<file path="config.mk">
export PLATFORM = sky130hd
export DESIGN_NAME = dcache
export DESIGN_NICKNAME = d
export VERILOG_FILES = /design/src/rtl/dcache_pkg.sv /design/src/rtl/dcache_ctrl.sv /design/src/rtl/dcache.sv
export SDC_FILE = /design/constraint.sdc
export NUM_CORES = 1
export LEC_CHECK = 0
export ABC_AREA = 0
export CORE_AREA = 5 5 193 242
export DETAILED_ROUTE_END_ITERATION = 10
export DIE_AREA = 0 0 198 247
export GPL_TIMING_DRIVEN = 0
export PLACE_DENSITY_LB_ADDON = 0.3
export SETUP_SLACK_MARGIN = 0.05
export SLEW_MARGIN = 10
export SYNTH_ARGS = -nofsm -noshare
export SYNTH_HDL_FRONTEND = slang
export SYNTH_SLANG_ARGS = --single-unit
</file>
<file path="constraint.sdc">
create_clock -name CLK -period 4.1 [get_ports CLK]
set_clock_uncertainty 0.05 [all_clocks]
set_input_delay 0.615 -clock CLK [delete_from_list [all_inputs] [get_ports CLK]]
set_output_delay 0.615 -clock CLK [all_outputs]
set_load 0.02 [all_outputs]
</file>
<file path="src/rtl/dcache_pkg.sv">
// rtl/dcache_pkg.sv - shared types and geometry for the direct-mapped data cache
// Holds the controller state encoding, the line count, the block width and the
// tag/index/offset field widths of the 8-bit byte address.
package dcache_pkg;

    localparam int NUM_LINES = 8;
    localparam int BLOCK_W   = 32;
    localparam int TAG_W     = 3;
    localparam int INDEX_W   = 3;
    localparam int OFFSET_W  = 2;
    localparam int MADDR_W   = TAG_W + INDEX_W;

    typedef enum logic [1:0] {
        IDLE      = 2'd0,
        WRITEBACK = 2'd1,
        FETCH     = 2'd2
    } state_t;

endpackage

</file>
<file path="src/rtl/dcache_ctrl.sv">
// rtl/dcache_ctrl.sv - miss-handling FSM and main-memory strobes for dcache
// Ports:
//   CLK, RESET          clock, synchronous active-high reset
//   read, write         CPU request
//   hit                 combinational hit for the current address
//   line_dirty          selected line is valid and dirty (eviction needed)
//   addr_tag, index     tag/index of the current CPU address
//   stored_tag          tag held in the selected line
//   mem_busywait        main-memory stall
//   busywait            CPU stall
//   idle                controller in IDLE (CPU-side updates allowed)
//   refill              load the returned block into the selected line
//   mem_read, mem_write, mem_address   main-memory block request
module dcache_ctrl
    import dcache_pkg::*;
(
    input  logic               CLK,
    input  logic               RESET,
    input  logic               read,
    input  logic               write,
    input  logic               hit,
    input  logic               line_dirty,
    input  logic [TAG_W-1:0]   addr_tag,
    input  logic [TAG_W-1:0]   stored_tag,
    input  logic [INDEX_W-1:0] index,
    input  logic               mem_busywait,
    output logic               busywait,
    output logic               idle,
    output logic               refill,
    output logic               mem_read,
    output logic               mem_write,
    output logic [MADDR_W-1:0] mem_address
);

    state_t state;
    state_t next_state;

    always_ff @(posedge CLK) begin
        if (RESET) begin
            state <= IDLE;
        end else begin
            state <= next_state;
        end
    end

    always_comb begin
        next_state = state;
        case (state)
            IDLE: begin
                if ((read || write) && !hit) begin
                    next_state = line_dirty ? WRITEBACK : FETCH;
                end
            end
            WRITEBACK: begin
                if (!mem_busywait) begin
                    next_state = FETCH;
                end
            end
            FETCH: begin
                if (!mem_busywait) begin
                    next_state = IDLE;
                end
            end
            default: next_state = IDLE;
        endcase
    end

    always_comb begin
        idle        = 1'b0;
        busywait    = 1'b1;
        refill      = 1'b0;
        mem_read    = 1'b0;
        mem_write   = 1'b0;
        mem_address = '0;
        case (state)
            IDLE: begin
                idle     = 1'b1;
                busywait = (read || write) && !hit;
            end
            WRITEBACK: begin
                mem_write   = 1'b1;
                mem_address = {stored_tag, index};
            end
            FETCH: begin
                mem_read    = 1'b1;
                mem_address = {addr_tag, index};
                // A reset in the completing cycle must not revalidate the line.
                refill      = !mem_busywait && !RESET;
            end
            default: begin
                busywait = 1'b0;
            end
        endcase
    end

endmodule

</file>
<file path="src/rtl/dcache.sv">
// rtl/dcache.sv - 8-line direct-mapped write-back data cache, 4-byte blocks
// Ports:
//   CLK, RESET                 clock, synchronous active-high reset
//   READ, WRITE, ADDRESS       CPU request (held until BUSYWAIT low)
//   WRITEDATA, READDATA        CPU store/load byte
//   BUSYWAIT                   CPU stall
//   MEM_READ, MEM_WRITE        main-memory block strobes
//   MEM_ADDRESS                block address {tag,index}
//   MEM_WRITEDATA              evicted block, byte0 in [7:0]
//   MEM_READDATA, MEM_BUSYWAIT returned block and memory stall
module dcache
    import dcache_pkg::*;
(
    input  logic               CLK,
    input  logic               RESET,
    input  logic               READ,
    input  logic               WRITE,
    input  logic [7:0]         ADDRESS,
    input  logic [7:0]         WRITEDATA,
    output logic [7:0]         READDATA,
    output logic               BUSYWAIT,
    output logic               MEM_READ,
    output logic               MEM_WRITE,
    output logic [MADDR_W-1:0] MEM_ADDRESS,
    output logic [BLOCK_W-1:0] MEM_WRITEDATA,
    input  logic [BLOCK_W-1:0] MEM_READDATA,
    input  logic               MEM_BUSYWAIT
);

    logic [BLOCK_W-1:0]   data_array [NUM_LINES];
    logic [TAG_W-1:0]     tag_array  [NUM_LINES];
    logic [NUM_LINES-1:0] valid;
    logic [NUM_LINES-1:0] dirty;

    logic [TAG_W-1:0]    addr_tag;
    logic [INDEX_W-1:0]  index;
    logic [OFFSET_W-1:0] offset;
    logic [BLOCK_W-1:0]  block;
    logic [TAG_W-1:0]    stored_tag;
    logic                hit;
    logic                idle;
    logic                refill;
    logic                cpu_write;

    assign addr_tag   = ADDRESS[7:5];
    assign index      = ADDRESS[4:2];
    assign offset     = ADDRESS[1:0];
    assign block      = data_array[index];
    assign stored_tag = tag_array[index];
    assign hit        = valid[index] && (stored_tag == addr_tag);

    // WRITE wins over READ, so a simultaneous request is a store.
    assign cpu_write  = idle && WRITE && hit;

    assign READDATA      = (READ && hit) ? block[{offset, 3'b000} +: 8] : 8'h00;
    assign MEM_WRITEDATA = MEM_WRITE ? block : '0;

    dcache_ctrl u_ctrl (
        .CLK          (CLK),
        .RESET        (RESET),
        .read         (READ),
        .write        (WRITE),
        .hit          (hit),
        .line_dirty   (valid[index] && dirty[index]),
        .addr_tag     (addr_tag),
        .stored_tag   (stored_tag),
        .index        (index),
        .mem_busywait (MEM_BUSYWAIT),
        .busywait     (BUSYWAIT),
        .idle         (idle),
        .refill       (refill),
        .mem_read     (MEM_READ),
        .mem_write    (MEM_WRITE),
        .mem_address  (MEM_ADDRESS)
    );

    always_ff @(posedge CLK) begin
        if (RESET) begin
            valid <= '0;
            dirty <= '0;
        end else if (refill) begin
            valid[index] <= 1'b1;
            dirty[index] <= 1'b0;
        end else if (cpu_write) begin
            dirty[index] <= 1'b1;
        end
    end

    // Data and tags carry no reset; valid alone qualifies them.
    always_ff @(posedge CLK) begin
        if (refill) begin
            data_array[index] <= MEM_READDATA;
            tag_array[index]  <= addr_tag;
        end else if (cpu_write) begin
            data_array[index][{offset, 3'b000} +: 8] <= WRITEDATA;
        end
    end

endmodule

</file>
==> metrics.md, run 1 <==
| Metric | Value |
|---|---|
| Status | complete, no violations |
| Most frequent cell on the critical path | buf_6 |
| Critical Path Sink Type | primary output |
| Vias in the first global route | 8,647 |
| Drt wl/cell | 26.9 µm |
| DRT Wirelength | 43,400 µm |
| Final worst setup slack | 78.3 ps |
| Reg-to-reg slack, setup | 620 ps |
| Dominant synthesized flop cell | edfxtp_1 |
| Die area | 0.0489 mm² |
| Post-synth EDFFs | 280 |
| Maximum clock path buffer count | 3 |
| Initial DRC count | 989 |
| CP Cell Sequence | clkdlybuf4s15_2 > buf_6 > buf_6 > buf_6 > buf_4 > mux4_2 > mux2i_4 > nand2_1 > a21oi_1 > nor4_2 > dlygate4sd2_1 |
| Count leader, synth | edfxtp_1 |
| Die H | 247 µm |
| # H-tree levels | 1 |
| Instance count of the mapped netlist | 880 |
| Slew margin rel. | 25.5% |
| Hold path depth | 2 |
| Slew @ Worst Pin | 1110 ps |
| Final worst-path cycle share | 98.1% |
| Netlist cell types | 56 |
| Setup-failing EPs final | 0 |
| Port Buffers | 100 |
| FF-to-FF Start | tag_array[3][2] |
| Vias | 8,590 |
| Pins over their slew limit | 0 |
| Total GRT Usage | 17.3% |
| I/O pins | 102 |
| Area added between synthesis and finish | 23.2% |
| Crit path required time | 3430 ps |
| Num CTS Buffers | 31 |
| Post-synthesis instance area | 0.0130 mm² |
| Sequential fraction of the synthesis area | 67.2% |
| Largest net degree at the start of global routing | 18 |
| DRC | 0 |
| Reg2Reg Capture Point | data_array[1][14] |
| Final Hold Vio Count | 0 |
| Clock Pin Slew Worst Setup and Hold Paths | 60 ps |
| Worst Path Arrival | 3360 ps |
| Placed Area | 0.0148 mm² |
| Clk_lat worst skew | 570 ps |
| Placer congestion estimate | 0.919 |
| Asr flop ratio synth | 0% |
| Layout Nets | 1,076 |
| Fmax | 0.249 GHz |
| Initial core utilization | 29.7% |
| Diode count | 0 |
| Root buf cell | clkbuf_16 |
| Final instance area | 0.0161 mm² |
| Max-cap viol count | 0 |
| Final Critical Period | 4020 ps |
| FF/Latch Area | 0.00877 mm² |
| Pleak | 5.61 nW |
| Post-synth top cells | edfxtp_1 (280), nand2_1 (73), mux2i_1 (69) |
| Hold Path Class | flop to flop |
| Antenna-violating nets left | 0 |
| Top cell type by total area after synthesis | edfxtp_1 |
| Critical path's largest stage delay | 380 ps |
| TritonCTS clock tree | done |
| Avg Cell Area, Syn | 14.8 µm² |
| Row count | 86 |
| Drt via density | 5.33 |
| Synth area leaders | edfxtp_1 (64%), mux4_2 (5.7%), mux2i_1 (5.3%) |
| Ratio of cells with drive above 1 in the final layout | 16.6% |
| Die X | 198 µm |
| Flops & latches, synth | 298 |
| Area of the multi-input gates | 0.00397 mm² |
| Core area | 0.0439 mm² |
| HPWL Detailed | 30,200 µm |
| Post-Syn Nets | 942 |
| Reg2reg path depth | 7 |
| Worst setup SP type | primary input |
| Yosys top cell area share | 64.4% |
| RSZ-0062 raised after global routing | no |
| Pwr dens | 429 mW/mm² |
| First-pass GRT wire length | 61,100 µm |
| Detailed Routing Iterations Pass 1 | 5 |
| Filler instances | 4,233 |
| CP max stage cell | mux4_2 |
| YS warnings | 0 |
| VDD IR max | 0.000325 V |
| Critical path fanouts, max | 10 |
| GRT Residual Overflow | 0 |
| Worst slack at placement | -1750 ps |
| Antenna violations before repair | 0 |
| Crit path kind | primary input to primary output |
| Clock Sinks | 298 |
## through the flow
stage / setup TNS [ps] / power [W] / cells / hold WS [ps] / util (%)
3_3_place_gp: -219160 / 0.00399 / 1552 / 379 / 33.6
2_1_floorplan: 0 / 0.00373 / 880 / 364 / -
5_1_grt: 0 / 0.00707 / 1611 / 434 / 36.6
4_1_cts: 0 / 0.00691 / 1607 / 405 / 36.5
6_report: 0 / 0.00689 / 1611 / 408 / 36.6
3_5_place_dp: -229520 / 0.00400 / 1552 / 392 / 33.7
## critical path: cells and delay by family
kind	cells	cell delay [ps]
multiplexers	2	630
buffers and inverters	6	1620
AO/OA/AOI/OAI	1	220
AND/OR/NAND/NOR	2	270
## area by class of cell
cell class / count / area share, %
flip-flops and latches: 298 / 54.6
clock inverters: 19 / 1.36
repair buffers: 104 / 6.41
plain buffers: 44 / 1.99
inverters: 53 / 1.25
clock buffers: 39 / 5.26
multi-input cells: 482 / 24.7
well taps: 572 / 4.45
## per-layer routing
| layer | up-vias | share of wire [%] | global-route usage (%) |
|---|---|---|---|
| li1 | 3665 | - | - |
| met1 | 4344 | 40 | 23.2 |
| met2 | 504 | 47 | 28.0 |
| met3 | 77 | 9.4 | 3.60 |
| met4 | 0 | 3.7 | 5.81 |
| met5 | - | 0 | 0 |
## repair_timing
action | 4_1_cts | 5_1_grt
setup endpoints to repair | 218 | 10
buffers inserted | 0 | 4
hold buffers | 0 | 0
resized for setup | 78 | 13
pin swaps | 0 | 1
endpoints found under the hold margin | 0 | 0
## flip-flops by register name, indices dropped and copies added, names as in the netlist, named ones only
name	flops
u_ctrl.state	2
tag_array	24
valid	8
data_array	256
## placed cells by master (no fill, tap or decap), drive strengths merged, types with 4 or more instances in the layout
cell / Yosys / routed
buf: 26 / 27
mux2: 18 / 18
o22a: 8 / 8
nor2b: 26 / 26
clkinv: 1 / 14
clkbuf: 21 / 60
nand4: 6 / 6
nand2b: 4 / 4
dfxtp: 18 / 18
and3: 6 / 6
nand2: 73 / 73
a31oi: 5 / 5
clkdlybuf4s50: 0 / 89
bufinv: 0 / 5
ha: 9 / 9
inv: 52 / 53
a221oi: 27 / 27
o22ai: 15 / 15
a22oi: 23 / 23
nand3b: 5 / 5
edfxtp: 280 / 280
a21oi: 12 / 12
mux2i: 69 / 69
o21ai: 11 / 11
mux4: 33 / 33
o41ai: 8 / 8
dlygate4sd2: 0 / 5
a22o: 4 / 4
o221ai: 4 / 4
nor2: 62 / 62
nor3: 7 / 7
and2: 19 / 19
## power breakdown
| group | internal, W | switching, W | leakage, nW | total, W |
|---|---|---|---|---|
| combinational | 0.000217 | 0.000391 | 2.41 | 0.000607 |
| clock | 0.00177 | 0.00116 | 0.532 | 0.00293 |
| sequential | 0.00335 | 0.00000658 | 2.67 | 0.00336 |
| total | 0.00533 | 0.00156 | 5.61 | 0.00689 |
## cells by family (layout without fill, tap and decap cells)
family	Yosys count	after routing	synth area share, %
muxes	120	120	12.5
adders and majority gates	9	9	0.863
and+or+nand+nor	223	223	8.63
buffers and inverters	100	259	3.16
AOI/OAI and AO/OA	130	130	7.60
DFF	298	298	67.2
## how the worst max path moves through the flow
stage                from           endpoint  slack [ps]  cells after the start
2_1_floorplan  ADDRESS[2]        READDATA[4]         410                      9
3_3_place_gp   ADDRESS[3]        READDATA[6]       -1730                     10
3_5_place_dp   ADDRESS[3]        READDATA[6]       -1750                     10
4_1_cts        ADDRESS[3]        READDATA[0]          50                     10
5_1_grt        ADDRESS[3]  MEM_WRITEDATA[13]          70                     10
6_report       ADDRESS[4]        READDATA[4]          80                     11
No activity file was read; power rests on OpenSTA's default activity.
==> run 2, diff against run 1 <==
CORE_AREA = 5 5 144 181   (was 5 5 193 242)
DIE_AREA = 0 0 149 186   (was 0 0 198 247)
==> metrics.md, run 2 (synthesis gave the netlist of run 1 again) <==
| Metric | Value |
|---|---|
| Regs by FF count | data_array (256), tag_array (24), valid (8) (unchanged) |
| Setup-failing EPs final | 0 (unchanged) |
| Most frequent cell on the critical path | buf_4 (was buf_6) |
| Die H | 186 µm (was 247 µm) |
| Hold_buf cts | 0 (unchanged) |
| RSZ-0062 raised after global routing | no (unchanged) |
| Reg-to-reg slack, setup | 760 ps (was 620 ps) |
| I/O pins | 102 (unchanged) |
| Num CTS Buffers | 28 (was 31) |
| Die area | 0.0277 mm² (was 0.0489 mm²) |
| GRT Residual Overflow | 0 (unchanged) |
| Port Buffers | 100 (unchanged) |
| CP Cell Sequence | buf_4 > buf_4 > inv_1 > buf_2 > clkbuf_2 > a21oi_1 > a221o_1 > and2_1 > clkdlybuf4s50_1 (was clkdlybuf4s15_2 > buf_6 > buf_6 > buf_6 > buf_4 > mux4_2 > mux2i_4 > nand2_1 > a21oi_1 > nor4_2 > dlygate4sd2_1) |
| Max FFs per register | 256 (unchanged) |
| Final Critical Period | 4020 ps (about the same) |
| Total GRT Usage | 27.2% (was 17.3%) |
| Reg2Reg Capture Point | data_array[6][5] (was data_array[1][14]) |
| Filler instances | 1,742 (was 4,233) |
| Final Hold Vio Count | 0 (unchanged) |
| Antenna-violating nets left | 0 (unchanged) |
| DRC | 0 (unchanged) |
| Drt via density | 6.35 (was 5.33) |
| Final Util | 64.5% (was 36.6%) |
| Area added between synthesis and finish | 19.4% (was 23.2%) |
| Fmax | 0.249 GHz (about the same) |
| Maximum clock path buffer count | 3 (unchanged) |
| Commonest non-fill, non-tap cells in the layout | edfxtp_1 (280), clkdlybuf4s50_1 (89), nand2_1 (73) (unchanged) |
| Final instance area | 0.0156 mm² (was 0.0161 mm²) |
| Initial DRC count | 1,179 (was 989) |
| Max-cap viol count | 0 (unchanged) |
| Pleak | 5.50 nW (was 5.61 nW) |
| Worst setup SP type | primary input (unchanged) |
| Diode count | 0 (unchanged) |
| Layout Nets | 1,072 (was 1,076) |
| Initial core utilization | 54.0% (was 29.7%) |
| Hold path depth | 2 (unchanged) |
| Drt wl/cell | 28.0 µm (was 26.9 µm) |
| Worst Path Arrival | 3350 ps (was 3360 ps) |
| Ratio of cells with drive above 1 in the final layout | 15.6% (was 16.6%) |
| Row count | 64 (was 86) |
| Critical path's largest stage delay | 530 ps (was 380 ps) |
| CP max stage cell | clkdlybuf4s50_1 (was mux4_2) |
| Detailed Routing Iterations Pass 1 | 5 (unchanged) |
| Placer congestion estimate | 0.966 (was 0.919) |
| Setup_tns | 0 ps (unchanged) |
| Clock Pin Slew Worst Setup and Hold Paths | 60 ps (about the same) |
| VDD IR max | 0.000315 V (was 0.000325 V) |
| Antenna violations before repair | 1 (was 0) |
| Clock Sinks | 298 (unchanged) |
| TritonCTS clock tree | done (unchanged) |
| Largest net degree at the start of global routing | 20 (was 18) |
| CP Buf/Inv Count | 6 (unchanged) |
| Die X | 149 µm (was 198 µm) |
| Vias in the first global route | 8,514 (was 8,647) |
| Final worst-path cycle share | 98.0% (was 98.1%) |
| Placed Area | 0.0145 mm² (was 0.0148 mm²) |
| Total power | 0.00647 W (was 0.00689 W) |
| Crit path required time | 3430 ps (about the same) |
| Cell family with most CP delay | buffers and inverters (unchanged) |
| HPWL Detailed | 26,400 µm (was 30,200 µm) |
| Critical path fanouts, max | 10 (unchanged) |
| Pins over their slew limit | 0 (unchanged) |
| Hold Path Class | flop to flop (unchanged) |
| Pwr dens | 415 mW/mm² (was 429 mW/mm²) |
| Slew margin rel. | 16.2% (was 25.5%) |
| First-pass GRT wire length | 54,300 µm (was 61,100 µm) |
| # H-tree levels | 1 (unchanged) |
| Status | complete, no violations (unchanged) |
| Core area | 0.0242 mm² (was 0.0439 mm²) |
| Smallest hold slack | 413 ps (was 408 ps) |
| Clk_lat worst skew | 560 ps (was 570 ps) |
| Root buf cell | clkbuf_16 (unchanged) |
| Slew @ Worst Pin | 1250 ps (was 1110 ps) |
| Reg2reg path depth | 7 (unchanged) |
| FF-to-FF Start | tag_array[3][2] (unchanged) |
| Top reg by flops | data_array (unchanged) |
| DRT Wirelength | 38,100 µm (was 43,400 µm) |
| CP Depth | 9 (was 11) |
| Vias | 8,645 (was 8,590) |
| Commonest non-fill, non-tap cell in the layout | edfxtp_1 (unchanged) |
| Critical Path Sink Type | primary output (unchanged) |
| Crit path kind | primary input to primary output (unchanged) |
[run 2: worst register-to-register path, stage by stage (launching register included)]
cell and delay [ps]:
edfxtp_1 360, mux2i_1 190, o22a_1 210, a21oi_1 120, nor4_4 430, buf_2 320, a31oi_1 380, nor2_1 910
[run 2: routing by layer]
metal / routed length, µm / track usage, % / part of all wire (%)
met5: 20 / 0 / 0.053
met3: 5000 / 9.13 / 13
met2: 17300 / 42.9 / 45
met1: 13500 / 34.0 / 35
met4: 2300 / 13.6 / 6.0
[run 2: timing repair]
item	in CTS	in global routing
endpoints found under the setup margin	42	5
buffers inserted	0	2
endpoints found under the hold margin	0	0
pin swaps	0	1
resized for setup	76	15
[run 2: area by class of cell]
cell class / instances / area [µm²] / share of cell area (%)
clock inverter: 20 / 173 / 1.11
sequential: 298 / 8770 / 56.3
inverter: 53 / 200 / 1.28
tap: 330 / 413 / 2.65
buffer: 45 / 329 / 2.11
clock buffer: 32 / 716 / 4.59
multi-input combinational: 482 / 3970 / 25.5
timing repair buffer: 102 / 1020 / 6.53
[run 2: power by group]
part / leakage, nW / internal [W] / total [W] / switching [W]
Combinational: 2.40 / 0.000218 / 0.000595 / 0.000376
Clock: 0.432 / 0.00139 / 0.00252 / 0.00113
Sequential: 2.67 / 0.00335 / 0.00336 / 0.00000655
[run 2: how the worst max path moves through the flow]
stage | from | endpoint | slack [ps]
2_1_floorplan | ADDRESS[2] | READDATA[4] | 410
3_3_place_gp | ADDRESS[3] | READDATA[6] | -1320
4_1_cts | ADDRESS[2] | READDATA[6] | 30
3_5_place_dp | ADDRESS[3] | READDATA[6] | -1350
5_1_grt | ADDRESS[2] | MEM_WRITEDATA[4] | 50
6_report | ADDRESS[2] | MEM_WRITEDATA[4] | 80
[run 2: through the flow]
stage | setup slack (ps) | instances
floorplan | 407 | 880
global placement | -1320 | 1310
detailed placement | -1350 | 1310
CTS | 28.4 | 1360
global route | 53.6 | 1362
finish | 82.2 | 1362
==> variant, RTL diff (settings of run 1) <==
Re-encode `state_t` (3 states) as one-hot, 3 bits wide.
--- a/src/rtl/dcache_pkg.sv
+++ b/src/rtl/dcache_pkg.sv
@@ -12,6 +12,6 @@
 
-    typedef enum logic [1:0] {
-        IDLE      = 2'd0,
-        WRITEBACK = 2'd1,
-        FETCH     = 2'd2
+    typedef enum logic [2:0] {
+        IDLE      = 3'b001,
+        WRITEBACK = 3'b010,
+        FETCH     = 3'b100
     } state_t;
Function: no difference found for any inputs over 4 cycles, from zero or initial values and one cycle with RESET high; so few cycles prove little.
==> variant against run 1 <==
Area after synthesis shrank 0.66%. Count of clock-buffer cells in the layout down 4. Register-to-register slack worse by 0.13 ns. Power fell by 3.7%. Combinational power is 4.4% higher. Sequential cell count rose by 1. Sequential share of layout area shrank 1.6 points. Wire length up 1.6%. Setup slack improved by 0.21 ns. Largest cell class unchanged. Critical path depth fell by 4. Largest power group unchanged. Design area grew 3.2%.
==> variant: results (changes against run 1) <==
By count the netlist is led by sky130_fd_sc_hd__edfxtp_1, sky130_fd_sc_hd__nor2_1, sky130_fd_sc_hd__mux2i_1, sky130_fd_sc_hd__nand2_1, sky130_fd_sc_hd__a21oi_1. The number of instances on the worst hold path is 2 (unchanged). The post-synthesis cell type count came out at 55 (-1.8%). The worst reg-to-reg path cell count came out at 7 (unchanged). The maximum fanout encountered on the critical timing path is 11 (+1). The final count of hold timing violations came to 0 (unchanged). The beginning of the worst hold path is valid[0]. The total number of H-tree levels is 1 (unchanged). The placer's final routability congestion estimate came out at 0.8959 (-2.5%). After synthesis, the cell types taking the most area are sky130_fd_sc_hd__edfxtp_1, sky130_fd_sc_hd__mux2i_1, sky130_fd_sc_hd__mux4_2. The number of detailed-routing iterations run before antenna repair came out at 7 (+2). The via count normalized by instance count came to 5.364 (+0.60%). The pin count of the biggest net entering global routing came to 15 (-3). The final standard cell count with taps included and fillers excluded came out at 1642 (+1.9%). The global-route wire length before repair is 62.25 mm (+1.9%). Tracing the worst setup path back leads to its startpoint at ADDRESS[0]. The flop-to-flop setup slack was 0.49 ns (-0.13 ns).

The critical path's slowest cell is sky130_fd_sc_hd__nor3b_1. The global-route usage over all layers is 0.1761 (+0.003260). The number of global-route vias before repair came out at 8804 (+1.8%). The startpoint identified for the worst register-to-register timing path is tag_array[5][0]. The maximum clock frequency is 262.5 MHz (+5.6%). The flow ran to the end, and the final reports show no timing, DRC or antenna violations. The initial detailed-routing violation count came out at 881 (-11%).

The portion of the post-synthesis area used by sequential elements is 0.6780 (+0.006020). The aggregate routed wire length came out at 44.04 mm (+1.6%). The relative max-transition margin came out at 0.1702 (-0.08524). The family with the most delay on the worst path is buffers and inverters.

The largest registers in the layout are data_array (256), tag_array (24), valid (8). The number of diodes came out at 0 (unchanged). The maximum number of buffers from clock root to sink came out at 3 (unchanged).

The fraction of registers with async set/reset is 0 (unchanged). The static leakage came out at 5.727 nW (+2.2%). The synthesized net count is 940 (-0.21%). The fraction of final layout cells sized beyond drive strength 1 is 0.2430 (+0.07745).

The worst-skew pair later-pin latency is 0.56 ns. The largest incremental delay on the critical path is 0.99 ns (+0.61 ns). The clock buffer count from CTS is 30 (-3.2%). The port buffer count is 101 (+1.0%).

The number of enable-type register cells in the synthesized netlist was 280 (unchanged). The final layout net count is 1104 (+2.6%). The peak supply drop came to 0.0003164 V (-2.7%). The clock-pin slew on the worst setup and hold paths is 0.06 ns (about the same). The worst path arrival time came out at 4.02 ns (+0.66 ns). CTS placed an instance of sky130_fd_sc_hd__clkbuf_16 at the clock tree root.

The detailed-placement wirelength estimate is 30.19 mm (-0.11%). The path class of the tightest hold or removal check is reg2reg. The number of warnings reported in the yosys synthesis log is 0 (unchanged). The worst slack at placement is -1.781 ns (-0.03584 ns). The mean instance size in the synthesized netlist came out at 14.70 um2 (-0.89%).
[variant: routing by layer]
layer	share of wire	routed length [um]	up-vias	track usage
li1	-	-	3764	-
met1	0.42	18550	4471	0.2481
met2	0.45	19740	489	0.2735
met3	0.093	4076	84	0.03162
met4	0.038	1674	0	0.06240
met5	0	0	-	0
[variant: metrics by stage]
step           power, mW  cell area, um2  hold slack (ns)
2_1_floorplan      3.673           12960           0.3846
3_3_place_gp       3.924           14690           0.4018
3_5_place_dp       3.926           14690           0.4137
4_1_cts            6.627           16470           0.4278
5_1_grt            6.816           16590           0.4531
6_report           6.636           16590           0.4190
[variant: worst min-delay path: cells and delay by family (launching register included)]
family	cells	cell delay [ns]
simple gates	2	0.12
flops	1	0.33
[variant: power breakdown]
group / total, mW / internal (mW) / switching, mW
clock network: 2.66 / 1.50 / 1.16
logic: 0.634 / 0.252 / 0.382
registers: 3.34 / 3.34 / 0.00412
total: 6.64 / 5.09 / 1.55
[variant: cells by family after synthesis]
logic type	Yosys count	share of synthesized area
AOI/OAI and AO/OA	173	0.09691
adders and majority gates	5	0.004826
buffers and inverters	91	0.03156
DFF	299	0.6780
muxes	122	0.1209
and+or+nand+nor	192	0.06776
[variant: final timing paths]
check,endpoint
hold / removal,valid[0]
setup reg to reg,data_array[7][27]
hold reg to reg,valid[0]
setup / recovery,data_array[0][0]
[variant: cell type report]
type	instances	area, um2
well taps	572	715.7
clock inverters	21	151.4
inverters	41	162.7
repair buffers	133	1292
clock buffers	35	790.8
plain buffers	49	496.7
fillers	4189	27310
multi-input cells	492	4193
flip-flops and latches	299	8788
[variant: repair_timing]
item,CTS,global route
pin swaps,10,8
setup buffers,23,9
hold buffers,0,0
setup endpoints to repair,372,144
resized for setup,200,22
